$ cat config.mk
export PLATFORM = sky130hd
export DESIGN_NAME = bufgce_div_multi
export DESIGN_NICKNAME = d
export VERILOG_FILES = /design/src/rtl/bufgce_div_pkg.sv /design/src/rtl/bufgce_div_ch.sv /design/src/rtl/bufgce_div_multi.sv
export SDC_FILE = /design/constraint.sdc
export NUM_CORES = 1
export LEC_CHECK = 0
export ABC_AREA = 1
export CAP_MARGIN = 5
export CORE_MARGIN = 5
export CORE_UTILIZATION = 50
export CTS_CLUSTER_DIAMETER = 200
export CTS_CLUSTER_SIZE = 14
export DETAILED_ROUTE_END_ITERATION = 16
export PLACE_DENSITY = 0.82
export SYNTH_ARGS = -nofsm -noshare
export SYNTH_HDL_FRONTEND = slang
export SYNTH_HIERARCHICAL = 1
export SYNTH_SLANG_ARGS = --single-unit
$ cat constraint.sdc
create_clock -name I -period 4.56 [get_ports I]
set_input_delay 1.368 -clock I [delete_from_list [all_inputs] [get_ports I]]
set_output_delay 1.368 -clock I [all_outputs]
set_load 0.02 [all_outputs]
$ cat src/rtl/bufgce_div_pkg.sv
// Shared types and helpers for the multi-channel clock divider.
package bufgce_div_pkg;

  // Widest divide ratio any channel can be built with.
  localparam int unsigned MaxDivW = 8;

  typedef enum logic [1:0] {
    StIdle,
    StRun,
    StStopping
  } ch_state_e;

  // Ratios 0 and 1 cannot form a high and a low phase, so they run as 2.
  function automatic logic [MaxDivW-1:0] clamp_div(input logic [MaxDivW-1:0] n);
    return (n < MaxDivW'(2)) ? MaxDivW'(2) : n;
  endfunction

  // Length of the high phase, ceil(n/2), computed without overflow.
  function automatic logic [MaxDivW-1:0] half_ceil(input logic [MaxDivW-1:0] n);
    return (n >> 1) + MaxDivW'(n[0]);
  endfunction

endpackage

$ cat src/rtl/bufgce_div_ch.sv
// One divider channel: CE synchroniser, period counter, run/stop FSM and ratio reload.
module bufgce_div_ch
  import bufgce_div_pkg::*;
#(
  parameter int unsigned DIV_W          = 4,
  parameter int unsigned DEFAULT_DIV    = 2,
  parameter int unsigned CE_SYNC_STAGES = 2,
  parameter logic        CE_INVERTED    = 1'b0
) (
  input  logic             clk_i,
  input  logic             rst_ni,
  input  logic             ce_i,
  input  logic [DIV_W-1:0] div_i,
  input  logic             load_i,
  input  logic             align_i,
  output logic             o_o,
  output logic             tick_o,
  output logic [DIV_W-1:0] div_act_o,
  output logic             pend_o
);

  logic ce_raw;
  logic ce_s;

  assign ce_raw = ce_i ^ CE_INVERTED;

  if (CE_SYNC_STAGES == 0) begin : g_ce_direct
    assign ce_s = ce_raw;
  end else begin : g_ce_sync
    logic [CE_SYNC_STAGES-1:0] sync_q;

    // Bring CE into the I domain; clearing with reset makes CE during reset invisible.
    always_ff @(posedge clk_i or negedge rst_ni) begin
      if (!rst_ni) begin
        sync_q <= '0;
      end else begin
        sync_q[0] <= ce_raw;
        for (int i = 1; i < int'(CE_SYNC_STAGES); i++) begin
          sync_q[i] <= sync_q[i-1];
        end
      end
    end

    assign ce_s = sync_q[CE_SYNC_STAGES-1];
  end

  ch_state_e        state_q, state_d;
  logic [DIV_W-1:0] cnt_q, cnt_d;
  logic [DIV_W-1:0] div_q, div_d;
  logic [DIV_W-1:0] pval_q, pval_d;
  logic             pend_q, pend_d;
  logic             o_q, o_d;
  logic             tick_q, tick_d;

  logic [DIV_W-1:0]   cnt_nxt;
  logic [MaxDivW-1:0] half;
  logic               wrap;
  logic               apply;

  assign cnt_nxt = cnt_q + DIV_W'(1);
  assign half    = half_ceil(MaxDivW'(div_q));
  assign wrap    = (cnt_q == div_q - DIV_W'(1));

  // Next-state: align beats wrap beats count; the run/stop decision is taken at period starts.
  always_comb begin
    state_d = state_q;
    cnt_d   = cnt_q;
    div_d   = div_q;
    pval_d  = pval_q;
    pend_d  = pend_q;
    o_d     = o_q;
    tick_d  = 1'b0;
    apply   = 1'b0;

    case (state_q)
      StIdle: begin
        cnt_d = '0;
        o_d   = 1'b0;
        apply = pend_q;
        if (ce_s) begin
          state_d = StRun;
          o_d     = 1'b1;
          tick_d  = 1'b1;
        end
      end
      StRun, StStopping: begin
        if (align_i) begin
          apply   = pend_q;
          cnt_d   = '0;
          o_d     = 1'b1;
          tick_d  = 1'b1;
          state_d = ce_s ? StRun : StStopping;
        end else if (wrap) begin
          apply = pend_q;
          cnt_d = '0;
          if (ce_s) begin
            state_d = StRun;
            o_d     = 1'b1;
            tick_d  = 1'b1;
          end else begin
            // Low phase already finished, so stopping here cannot truncate anything.
            state_d = StIdle;
            o_d     = 1'b0;
          end
        end else begin
          cnt_d   = cnt_nxt;
          o_d     = (MaxDivW'(cnt_nxt) < half);
          state_d = ce_s ? StRun : StStopping;
        end
      end
      default: state_d = StIdle;
    endcase

    if (apply) begin
      div_d  = pval_q;
      pend_d = 1'b0;
    end
    // A load on an apply edge is kept for the next boundary.
    if (load_i) begin
      pval_d = DIV_W'(clamp_div(MaxDivW'(div_i)));
      pend_d = 1'b1;
    end
  end

  // Channel state register.
  always_ff @(posedge clk_i or negedge rst_ni) begin
    if (!rst_ni) begin
      state_q <= StIdle;
      cnt_q   <= '0;
      div_q   <= DIV_W'(DEFAULT_DIV);
      pval_q  <= DIV_W'(DEFAULT_DIV);
      pend_q  <= 1'b0;
      o_q     <= 1'b0;
      tick_q  <= 1'b0;
    end else begin
      state_q <= state_d;
      cnt_q   <= cnt_d;
      div_q   <= div_d;
      pval_q  <= pval_d;
      pend_q  <= pend_d;
      o_q     <= o_d;
      tick_q  <= tick_d;
    end
  end

  assign o_o       = o_q;
  assign tick_o    = tick_q;
  assign div_act_o = div_q;
  assign pend_o    = pend_q;

endmodule

$ cat src/rtl/bufgce_div_multi.sv
// Multi-channel programmable clock divider with shared reset synchroniser and ALIGN.
module bufgce_div_multi
  import bufgce_div_pkg::*;
#(
  parameter int unsigned       NUM_CH         = 4,
  parameter int unsigned       DIV_W          = 4,
  parameter int unsigned       DEFAULT_DIV    = 2,
  parameter int unsigned       CE_SYNC_STAGES = 2,
  parameter logic [NUM_CH-1:0] IS_CE_INVERTED = '0
) (
  input  logic                    I,
  input  logic                    CLR_N,
  input  logic [NUM_CH-1:0]       CE,
  input  logic [NUM_CH*DIV_W-1:0] DIV_IN,
  input  logic [NUM_CH-1:0]       LOAD,
  input  logic                    ALIGN,
  output logic [NUM_CH-1:0]       O,
  output logic [NUM_CH-1:0]       O_TICK,
  output logic [NUM_CH*DIV_W-1:0] DIV_ACT,
  output logic [NUM_CH-1:0]       PEND
);

  logic rst_meta_q;
  logic rst_sync_q;

  // Assert reset at once, release it two I edges later.
  always_ff @(posedge I or negedge CLR_N) begin
    if (!CLR_N) begin
      rst_meta_q <= 1'b0;
      rst_sync_q <= 1'b0;
    end else begin
      rst_meta_q <= 1'b1;
      rst_sync_q <= rst_meta_q;
    end
  end

  for (genvar k = 0; k < int'(NUM_CH); k++) begin : g_ch
    bufgce_div_ch #(
      .DIV_W          (DIV_W),
      .DEFAULT_DIV    (DEFAULT_DIV),
      .CE_SYNC_STAGES (CE_SYNC_STAGES),
      .CE_INVERTED    (IS_CE_INVERTED[k])
    ) u_ch (
      .clk_i     (I),
      .rst_ni    (rst_sync_q),
      .ce_i      (CE[k]),
      .div_i     (DIV_IN[k*DIV_W +: DIV_W]),
      .load_i    (LOAD[k]),
      .align_i   (ALIGN),
      .o_o       (O[k]),
      .tick_o    (O_TICK[k]),
      .div_act_o (DIV_ACT[k*DIV_W +: DIV_W]),
      .pend_o    (PEND[k])
    );
  end

endmodule

# == Yosys cells after proc, flatten, opt, wreduce, memory -nomap -nowiden ==
# Cells that the tools add are included.
# word_totals
reg_bits,78
in_bits,27
output_inout_bits,28
elab_cells,174
# classes
add_sub_neg,12
order_cmp,8
eq_ne,16
n_mux,88
reduce_logical,16
# ops
operator,count
4-bit 2-to-1 mux,12
1-bit 2-to-1 mux,40
4-bit by 8-bit < comparator with 1-bit output,4
2-bit 2-to-1 mux,16
4-bit case mux with 2 select lines,4
1-bit case mux with 2 select lines,12
3-bit by 1-bit adder with 4-bit output,4
4-bit by 1-bit adder with 4-bit output (second input constant),4
4-bit == test,4
4-bit by 2-bit < comparator with 1-bit output (second input constant),4
2-bit case mux with 2 select lines,4
2-bit nonzero test,8
4-bit by 1-bit subtractor with 4-bit output (second input constant),4
2-bit by 1-bit == test with 1-bit output (second input constant),4
2-bit == test (second input constant),4
2-bit zero test,4
2-bit by 1-bit != test with 1-bit output (second input constant),4
2-bit OR reduction,4

# == Logic depth before layout (Yosys ltp) ==
# logic_depth
word_depth,7
ltp_mapped,15

# == Modules after synthesis ==
# Netlist, hierarchy kept.
# by_module_without_submodules
module,instances,cells_per_inst,area_each_um2,seq_area_each_um2
bufgce_div_ch (g_ch[0].u_ch ...),3,140,1123.6,478.0
bufgce_div_ch (g_ch[3].u_ch),1,138,1114.8,478.0
bufgce_div_multi,1,3,53.8,50.0

# == Worst setup path before layout ==
# No wires, ideal clock.
# synth_path
kind,input to register
start,input port DIV_IN[3]
end,register g_ch[0].u_ch.pval_q[0]
t_arrival_ns,1.845
required_time_ns,4.432
path_slack_ns,2.587
stages,3
n_path_buf,0
path_cell_list,or2_2 > o21ai_0 > o21ai_0
# synth_via
elab_chain_len,2
# synth_rtl
element,line,rtl
start: declaration,bufgce_div_multi.sv:14,"input logic [NUM_CH*DIV_W-1:0] DIV_IN,"
4-bit by 2-bit < comparator with 1-bit output,bufgce_div_pkg.sv:15,return (n < MaxDivW'(2)) ? MaxDivW'(2) : n;
4-bit 2-to-1 mux,bufgce_div_pkg.sv:15,
end signal: assignment,bufgce_div_ch.sv:131,pval_q <= DIV_W'(DEFAULT_DIV);
end signal: assignment,bufgce_div_ch.sv:139,pval_q <= pval_d;
end: declaration,bufgce_div_ch.sv:50,"logic [DIV_W-1:0] pval_q, pval_d;"
# No other way between the ends.
# A chain may end at the register's enable or synchronous reset.

# == Worst setup path in the final report ==
# layout_path
start,register g_ch[3].u_ch.div_q[1]
end,output port DIV_ACT[13]
# layout_rtl
element,line,rtl
start: declaration,bufgce_div_ch.sv:49,"logic [DIV_W-1:0] div_q, div_d;"
start signal: assignment,bufgce_div_ch.sv:130,div_q <= DIV_W'(DEFAULT_DIV);
start signal: assignment,bufgce_div_ch.sv:138,div_q <= div_d;
end: declaration,bufgce_div_multi.sv:19,"output logic [NUM_CH*DIV_W-1:0] DIV_ACT,"
# No word-level cell between the ends.

==> impl_metrics.env <==
export IMPL_status="complete, no violations"
export IMPL_ff2ff_path_depth=11
export IMPL_p_clk_share_pct=16.0
export IMPL_gp_congestion=0.8508
export IMPL_synth_simple_area_share_pct=27.81
export IMPL_p_sw_share_pct=43.56
export IMPL_cap_violations=0
export IMPL_syn_nets=624
export IMPL_grt_start_max_net_pins=77
export IMPL_syn_area_mm2=0.004539
export IMPL_preCtsSetupSlack_ns=1.697
export IMPL_grt_pass1_vias=3826
export IMPL_num_rows=34
export IMPL_cts_sinks=78
export IMPL_drive_gt1_share_pct=10.06
export IMPL_powerDensity_mw_per_mm2=642.3
export IMPL_clk_insertion_delay_late_ns=0.35
export IMPL_synth_distinct_cells=24
export IMPL_path_cells="clkdlybuf4s50_1"
export IMPL_max_freq_mhz=343.9
export IMPL_cp_start_kind="flop"
export IMPL_hold_buffers=0
export IMPL_start_util_pct=51.55
export IMPL_cpLargestDelayFamily="buffers and inverters"
export IMPL_hold_path_class="reg2reg"
export IMPL_min_from="g_ch[0].u_ch/g_ce_sync.sync_q[0]"
export IMPL_maxSlewHeadroom_pct=37.27
export IMPL_num_vias=3628
export IMPL_crit_buf_inv=1
export IMPL_slew_violations=0
export IMPL_final_cell_mix="nand2_1, inv_1, dfrtp_1, clkdlybuf4s50_1, nor2_1"
export IMPL_avgSynthCellArea_um2=8.092
export IMPL_fin_nets=684
export IMPL_cts_tree="built"
export IMPL_ys_warn_count=6
export IMPL_synth_xor_area_share_pct=4.631
export IMPL_tns_ns=0
export IMPL_synth_top_family_by_area="simple AND/OR/NAND/NOR gates"
export IMPL_min_to="g_ch[0].u_ch/g_ce_sync.sync_q[1]"
export IMPL_die_area_mm2=0.01108
export IMPL_synth_cells=561
export IMPL_ys_ff_latch=78
export IMPL_ctsResizeCount=0
export IMPL_setup_viol=0
export IMPL_clk_pin_slew_ns=0.08
export IMPL_core_area_mm2=0.008806
export IMPL_grt_pass1_wl_um=16130
export IMPL_die_h_um=105.3
export IMPL_final_util_pct=61.31
export IMPL_finalCritPeriodShare_pct=63.76
export IMPL_r2r_end="g_ch[1].u_ch/o_o"
export IMPL_cts_buffers=9
export IMPL_port_buffers=54
export IMPL_cp_arrival_ns=1.54
export IMPL_layout_min_cycle_time_ns=2.908
export IMPL_critPathSlowestCell="clkdlybuf4s50_1"
export IMPL_synth_compound_area_share_pct=6.312
export IMPL_wirelength_um=8939
export IMPL_area_growth_syn_to_layout_pct=18.94
export IMPL_final_common_cell="nand2_1"
export IMPL_cts_root_buf="clkbuf_8"
export IMPL_ant_nets=0
export IMPL_htreeDepth=3
export IMPL_grt_overflow=0
export IMPL_p_comb_share_pct=52.1
export IMPL_tightest_slew_ns=0.9409
export IMPL_grt_setup_unrepaired="no"
export IMPL_track_usage_pct=17.42
export IMPL_crit_path_end_kind="output pin"
export IMPL_drc=0
export IMPL_rrSetupSlack_ns=2.59
export IMPL_holdPathStages=0
export IMPL_firstDrtPassIters=4
export IMPL_r2r_start="g_ch[1].u_ch/div_act_o[0]"
export IMPL_crit_type="reg2out"
export IMPL_drt_initial_drc_count=110
export IMPL_ios=55
export IMPL_p_sw_uw=1510
export IMPL_ys_seq_area_share_pct=43.22
export IMPL_post_cts_buffers=0
export IMPL_ir_drop_mv=0.3703
export IMPL_crit_fanout=4
export IMPL_slowest_delay_ns=0.61
export IMPL_dp_cells=718
export IMPL_p_leak_uw=0.002805
export IMPL_synth_fa_ha_area_share_pct=9.923
export IMPL_clockBufferDepth=2
export IMPL_vias_per_cell=4.943
export IMPL_synthMuxAreaShare_pct=0
export IMPL_finalNonFillerCells=734
export IMPL_worst_ep_required_time_ns=3.19
export IMPL_finalHoldViolations=0
export IMPL_wire_per_inst_um=12.18
export IMPL_finalClockSkew_ns=0.007080
export IMPL_power_frac_seq_pct=32.0
export IMPL_antenna_found_initial=0
export IMPL_power_internal_uw=1957
export IMPL_hpwl_um=6991
export IMPL_worst_slack_ns=1.652
export IMPL_n_antenna_cell=0
export IMPL_die_x_um=105.3
==> stage by stage <==
step / total power (uW) / instance area (um^2) / hold WS (ns)
after floorplan: 2401 / 4539 / 0.3312
after global placement: 2841 / 5185 / 0.3341
after detailed placement: 2932 / 5185 / 0.3356
after CTS: 3501 / 5399 / 0.3541
after global routing: 3799 / 5399 / 0.3629
final: 3468 / 5399 / 0.3501
==> sequential cells by signal, summed over array words and instances (netlist names) <==
register / flops
rst_sync_q: 1
g_ch.u_ch/pend_o: 4
g_ch.u_ch/tick_o: 4
g_ch.u_ch/g_ce_sync.sync_q: 8
g_ch.u_ch/div_act_o: 16
g_ch.u_ch/state_q: 8
rst_meta_q: 1
g_ch.u_ch/o_o: 4
g_ch.u_ch/pval_q: 16
g_ch.u_ch/cnt_q: 16
==> Yosys cell counts (all sizes together) <==
| master | count | area [um^2] |
|---|---|---|
| nand3 | 38 | 190.2 |
| inv | 88 | 330.3 |
| or2 | 4 | 25.02 |
| o22ai | 6 | 56.31 |
| clkbuf | 1 | 3.750 |
| dfrtp | 70 | 1752 |
| xnor2 | 12 | 105.1 |
| o21ai | 33 | 165.2 |
| dfstp | 8 | 210.2 |
| a21oi | 13 | 65.06 |
| nor2 | 49 | 209.0 |
| nand4 | 1 | 6.260 |
| ha | 36 | 450.4 |
| xor2 | 12 | 105.1 |
| nand2 | 181 | 809.5 |
| buf | 4 | 30.03 |
| conb | 1 | 3.750 |
| nand3b | 1 | 7.510 |
| nor3 | 3 | 15.01 |
==> power groups by stage <==
stage / combinational, uW / sequential (uW) / clock (uW)
floorplan: 1200 / 1200 / 0
global placement: 1730 / 1110 / 0
detailed placement: 1810 / 1120 / 0
CTS: 1820 / 1110 / 572
global route: 2050 / 1140 / 601
finish: 1810 / 1110 / 554
==> per-layer routing <==
| layer | global-route usage [%] | wire length, um | vias to the layer above |
|---|---|---|---|
| met2 | 30.51 | 4427 | 65 |
| met4 | 6.842 | 148 | 0 |
| met5 | 0 | 0 | - |
| li1 | - | - | 1857 |
| met1 | 20.53 | 3926 | 1691 |
| met3 | 4.340 | 437 | 15 |
==> cells by family (layout without fill, tap and decap cells) <==
family	Yosys count	in the layout
AO/OA/AOI/OAI	52	52
XOR/XNOR	24	24
adder cells (fa/ha/maj)	36	36
buffers and inverters	93	158
flip-flops	78	78
other	1	1
AND/OR/NAND/NOR	277	277
==> worst max path at each step <==
stage	from	end	slack, ns	cells past startpoint
5_1_grt	g_ch[1].u_ch/div_act_o[1]	DIV_ACT[5]	1.61	1
6_report	g_ch[3].u_ch/div_act_o[1]	DIV_ACT[13]	1.65	1
4_1_cts	g_ch[3].u_ch/div_act_o[1]	DIV_ACT[13]	1.64	1
2_1_floorplan	rst_sync_q	g_ch[0].u_ch/cnt_q[0]	2.24	0
3_3_place_gp	ALIGN	g_ch[3].u_ch/pend_o	1.79	8
3_5_place_dp	ALIGN	g_ch[0].u_ch/div_act_o[0]	1.70	8
==> cell type report <==
type / instances / area [um^2]
Clock buffer: 10 / 127.6
Tap cell: 108 / 135.1
Clock inverter: 6 / 86.33
Fill cell: 739 / 3407
Multi-Input combinational cell: 390 / 2213
Timing Repair Buffer: 54 / 540.5
Sequential cell: 78 / 1966
Inverter: 88 / 330.3
Note: power is estimated with default switching activity, not from simulation.
